### config.mk
export PLATFORM = sky130hd
export DESIGN_NAME = lamp_sequence_generator
export DESIGN_NICKNAME = d
export VERILOG_FILES = /design/src/rtl/lamp_sequence_generator.sv
export SDC_FILE = /design/constraint.sdc
export NUM_CORES = 1
export LEC_CHECK = 0
export CORE_ASPECT_RATIO = 1.25
export CORE_MARGIN = 2
export CORE_UTILIZATION = 32
export CTS_CLUSTER_SIZE = 40
export DETAILED_ROUTE_END_ITERATION = 8
export PLACE_DENSITY = 0.61
export SYNTH_ARGS = -nofsm -noshare
export SYNTH_HDL_FRONTEND = slang
export SYNTH_SLANG_ARGS = --single-unit
### constraint.sdc
create_clock -name clk -period 2.01 [get_ports clk]
set_input_delay 0.5025 -clock clk [delete_from_list [all_inputs] [get_ports clk]]
set_output_delay 0.5025 -clock clk [all_outputs]
set_load 0.01 [all_outputs]
### src/rtl/lamp_sequence_generator.sv
// lamp_sequence_generator
// Transmitter side of the lamp interface: drives l1 -> l2 -> l3, each lamp
// held for a latched number of cycles, repeated reps+1 times, with a
// start/busy/done handshake and an optional invalid (l2-skipped) sequence.
// Optional feature macro: LAMP_GAP_EN inserts a one-cycle all-off GAP state
// between consecutive lamps and at the repetition boundary.
module lamp_sequence_generator #(
  parameter int HOLD_W = 4,
  parameter int REP_W  = 3
) (
  input  logic              clk,
  input  logic              reset,
  input  logic              start,
  input  logic              abort,
  input  logic [HOLD_W-1:0] hold_len,
  input  logic [REP_W-1:0]  reps,
  input  logic              skip_l2,
  output logic              l1,
  output logic              l2,
  output logic              l3,
  output logic              busy,
  output logic              done
);

  localparam logic [2:0] IDLE  = 3'd0;
  localparam logic [2:0] LAMP1 = 3'd1;
  localparam logic [2:0] LAMP2 = 3'd2;
  localparam logic [2:0] LAMP3 = 3'd3;
  localparam logic [2:0] DONE  = 3'd4;
`ifdef LAMP_GAP_EN
  localparam logic [2:0] GAP   = 3'd5;
`endif

  localparam logic [HOLD_W-1:0] HOLD_ZERO = {HOLD_W{1'b0}};
  localparam logic [HOLD_W-1:0] HOLD_ONE  = {{(HOLD_W-1){1'b0}}, 1'b1};
  localparam logic [REP_W-1:0]  REP_ZERO  = {REP_W{1'b0}};
  localparam logic [REP_W-1:0]  REP_ONE   = {{(REP_W-1){1'b0}}, 1'b1};

  logic [2:0]        state_r, state_s;
  logic [HOLD_W-1:0] hold_cnt_r, hold_cnt_s;
  logic [HOLD_W-1:0] hold_r, hold_s;
  logic [REP_W-1:0]  rep_cnt_r, rep_cnt_s;
  logic              skip_r, skip_s;
  logic              leave_s;
  logic [2:0]        target_s;
  logic [HOLD_W-1:0] hold_eff_s;
`ifdef LAMP_GAP_EN
  logic [2:0]        gap_tgt_r, gap_tgt_s;
`endif

  // Next-state, counter and configuration-latch logic of the sequencer.
  always_comb begin
    state_s    = state_r;
    hold_cnt_s = hold_cnt_r;
    hold_s     = hold_r;
    rep_cnt_s  = rep_cnt_r;
    skip_s     = skip_r;
    leave_s    = 1'b0;
    target_s   = IDLE;
    hold_eff_s = (hold_len == HOLD_ZERO) ? HOLD_ONE : hold_len;
`ifdef LAMP_GAP_EN
    gap_tgt_s  = gap_tgt_r;
`endif
    case (state_r)
      IDLE: begin
        // abort in IDLE swallows a simultaneous start
        if (!abort && start) begin
          hold_s     = hold_eff_s;
          rep_cnt_s  = reps;
          skip_s     = skip_l2;
          hold_cnt_s = hold_eff_s - HOLD_ONE;
          state_s    = LAMP1;
        end else begin
          state_s = IDLE;
        end
      end
      LAMP1: begin
        if (abort) begin
          state_s = IDLE;
        end else if (hold_cnt_r == HOLD_ZERO) begin
          leave_s  = 1'b1;
          target_s = skip_r ? LAMP3 : LAMP2;
        end else begin
          hold_cnt_s = hold_cnt_r - HOLD_ONE;
        end
      end
      LAMP2: begin
        if (abort) begin
          state_s = IDLE;
        end else if (hold_cnt_r == HOLD_ZERO) begin
          leave_s  = 1'b1;
          target_s = LAMP3;
        end else begin
          hold_cnt_s = hold_cnt_r - HOLD_ONE;
        end
      end
      LAMP3: begin
        if (abort) begin
          state_s = IDLE;
        end else if (hold_cnt_r == HOLD_ZERO) begin
          if (rep_cnt_r != REP_ZERO) begin
            leave_s   = 1'b1;
            target_s  = LAMP1;
            rep_cnt_s = rep_cnt_r - REP_ONE;
          end else begin
            // last pass goes straight to DONE, never through a gap
            state_s = DONE;
          end
        end else begin
          hold_cnt_s = hold_cnt_r - HOLD_ONE;
        end
      end
      DONE: begin
        // abort cannot suppress the completion pulse
        state_s = IDLE;
      end
`ifdef LAMP_GAP_EN
      GAP: begin
        if (abort) begin
          state_s = IDLE;
        end else begin
          state_s = gap_tgt_r;
        end
      end
`endif
      default: begin
        state_s = IDLE;
      end
    endcase

    // Lamp-to-lamp hand-over: reload the hold counter for the next lamp.
    if (leave_s) begin
      hold_cnt_s = hold_r - HOLD_ONE;
`ifdef LAMP_GAP_EN
      gap_tgt_s  = target_s;
      state_s    = GAP;
`else
      state_s    = target_s;
`endif
    end else begin
      hold_cnt_s = hold_cnt_s;
    end
  end

  // State, counters, latched config and registered Moore outputs.
  always_ff @(posedge clk) begin
    if (reset) begin
      state_r    <= IDLE;
      hold_cnt_r <= HOLD_ZERO;
      hold_r     <= HOLD_ZERO;
      rep_cnt_r  <= REP_ZERO;
      skip_r     <= 1'b0;
`ifdef LAMP_GAP_EN
      gap_tgt_r  <= IDLE;
`endif
      l1         <= 1'b0;
      l2         <= 1'b0;
      l3         <= 1'b0;
      busy       <= 1'b0;
      done       <= 1'b0;
    end else begin
      state_r    <= state_s;
      hold_cnt_r <= hold_cnt_s;
      hold_r     <= hold_s;
      rep_cnt_r  <= rep_cnt_s;
      skip_r     <= skip_s;
`ifdef LAMP_GAP_EN
      gap_tgt_r  <= gap_tgt_s;
`endif
      l1         <= (state_s == LAMP1);
      l2         <= (state_s == LAMP2);
      l3         <= (state_s == LAMP3);
      busy       <= (state_s != IDLE);
      done       <= (state_s == DONE);
    end
  end

endmodule

==> results by group <==
Logic synthesis
  – Area share of fa/ha/maj cells after synthesis: 0.03610
  – Synth Register Bits: 20
  – Largest family of logic cells by synthesized area: simple AND/OR/NAND/NOR gates
  – Count leader, synth: dfxtp_1
  – Cell area after synthesis: 1040 um2
  – Total number of yosys warnings: 0
  – Area leader, netlist: dfxtp_1
  – Multiplexer share of the synthesized area: 0.07822
  – Ys async rst share: 0
  – Synth top area cells: dfxtp_1, mux2i_1, nor2_1
  – Number of flops mapped to enable cells by yosys: 0
  – Synth Flop Type: dfxtp_1
  – Post-Syn Instances: 120
  – Cell variety after synth: 40
  – Simple-Gate Fraction of Synth Area: 0.2720
  – Syn_nets: 135
  – Compound-gate portion of the synthesized area: 0.1721
  – Synth cell count leaders: dfxtp_1, nor2_1, nor3_1
  – Top cell type's share of synthesized area: 0.3851
  – Avg Cell Area, Syn: 8.665 um2
  – Post-synthesis xor/xnor area fraction: 0.01685
  – Post-synthesis sequential area ratio: 0.3851

Clock tree
  – CTS buffer count: 3
  – CTS sink cnt: 20
  – CTS tree: done
  – CTS Buffer Depth: 2
  – Clock Latency Late Sink: 0.26 ns
  – H-tree Lvls: 1
  – Clock transition at the registers of the reported paths: 0.07 ns
  – Clock root cell: clkbuf_8

Timing
  – Final hold violations: 0
  – Setup TNS: -0.04704 ns
  – Final setup margin: -0.04382 ns
  – Fmax: 0.4869 GHz
  – Worst slew pin tran: 0.3371 ns
  – Final min period: 2.054 ns
  – Pins Over Slew Limit: 0
  – Finish-stage setup viols: 2
  – Relative slew margins: 0.7751
  – Worst hold slack: 0.4829 ns
  – Period utilization: 1.022
  – Clk_skew: 0.001753 ns
  – RSZ-0062 raised after global routing: yes

Pwr
  – Sw frac: 0.2752
  – Reg power frac: 0.410
  – Pwr/cell area: 692.5 nW/um2
  – Static Leakage: 0.6407 nW
  – Power share of the clock group: 0.286
  – Peak supply drop: 0.0004928 V
  – Total power: 0.001073 W
  – Combinational power share: 0.303
  – Internal power: 0.0007780 W
  – NetSw: 0.0002955 W

Global routing
  – Total track usage: 0.1445
  – Antenna violations before repair: 0
  – Met1 Use GR: 0.1747
  – Global-route track usage on met2: 0.2336
  – Top Usage Layer GRT: met2
  – First-pass GRT wire length: 3.939 mm
  – Met3 Resource Use GR: 0.01991
  – Final global-route overflow total: 0
  – Largest net degree at the start of global routing: 12
  – Vias in the first global route: 944

Setup path
  – Worst setup SP type: flop
  – CP arrival: 2.23 ns
  – Crit path kind: flop to flop
  – R2R Setup Slk: -0.04 ns
  – Critical path required time: 2.18 ns
  – CP max FO: 2
  – Crit end category: flop

Placement
  – Hpwl dp: 1.955 mm
  – Dpl ws: -0.2564 ns
  – Port bufs: 16
  – GPL Wtd Cong: 0.8195

Die
  – Core box area: 3166 um2
  – IO Count: 17
  – Row count: 23
  – Die X: 54.99 um
  – Die area: 3724 um2
  – Die Height: 67.73 um
  – Starting Density: 0.3285

Final layout
  – Nets: 182
  – Final core occ: 0.4897
  – # fillers: 324
  – Layout area overhead: 49.10%
  – Antenna Cells: 0
  – Layout cells sized above 1: 0.3012

Route
  – Routed Antenna Nets: 0
  – Vias: 1043
  – Routed wire length: 2.568 mm
  – Avg WL per Cell: 12.65 um
  – DR vias/cell: 5.138
  – Drt initial violations: 11
  – DRC violations left: 0
  – First-pass DRT Iterations: 4

Min path
  – Type of the most critical hold path: flop to flop

Flow run
  – Max Cap Viol: 0

Run status
  – Outcome: finished, violations left
  – Failing checks: negative setup slack
area by class of cell:
type	count	area (um2)	area share
multi-input cells	89	629.4	0.4060
repair buffers	47	395.4	0.2550
inverters	6	22.52	0.01453
clock buffers	4	55.05	0.03551
well taps	37	46.29	0.02986
flip-flops and latches	20	401.6	0.2591
through the flow:
stage / instance area [um2] / instances
2_1_floorplan: 1041 / 120
6_report: 1550 / 203
3_5_place_dp: 1445 / 197
5_1_grt: 1550 / 203
3_3_place_gp: 1445 / 197
4_1_cts: 1508 / 202
state kept, by name (all words and copies together), names as in the netlist:
signal,count
busy,1
done,1
hold_cnt_r,4
hold_r,4
l1,1
l2,1
l3,1
rep_cnt_r,3
skip_r,1
state_r,3
final timing paths:
path | endpoint | from | cells past startpoint
worst max-delay path | hold_cnt_r[3] | hold_cnt_r[3] | 5
worst min-delay path | rep_cnt_r[0] | rep_cnt_r[0] | 2
worst max register to register | hold_cnt_r[3] | hold_cnt_r[3] | 5
worst min register to register | rep_cnt_r[0] | rep_cnt_r[0] | 2
timing repair:
action / CTS / global route
setup endpoints to repair: 3 / 6
pin swaps: 2 / 3
hold buffers: 0 / 0
setup buffers: 1 / 1
gates resized for setup: 0 / 9
cell families (layout without fill, tap and decap cells):
logic type                 count (synthesis)  count (layout)
and+or+nand+nor                           49              49
AOI/OAI and AO/OA                         27              27
DFF                                       20              20
buffers and inverters                     11              57
muxes                                      8               8
adders and majority gates                  3               3
xor gates and xnor gates                   2               2
placed cells by master (no fill, tap or decap), drive strengths merged, types with 4 or more instances in the layout:
master	count
buf	31
clkdlybuf4s50	15
a211oi	6
nor2	15
a21oi	4
inv	6
nor3	10
dfxtp	20
o21ai	7
clkbuf	4
mux2i	7
per-layer routing:
layer,up-vias,wire length (um)
met5,-,0
met1,487,1108
met2,18,1322
met4,0,78
met3,9,58
li1,529,-
critical path, stage by stage (launching register included):
cell	delay, ns
dfxtp_1	0.32
or4_4	0.56
nor4b_4	0.30
mux2i_1	0.12
or4_1	0.47
a311oi_1	0.21
power by group through the flow:
stage	Sequential, W	Combinational (W)	Clock, W
after CTS	0.000440	0.000302	0.000322
after detailed placement	0.000449	0.000296	0
final	0.000440	0.000326	0.000307
after floorplan	0.000449	0.000150	0
after global placement	0.000448	0.000292	0
after global routing	0.000443	0.000356	0.000338
No activity file was read; power rests on OpenSTA's default activity.
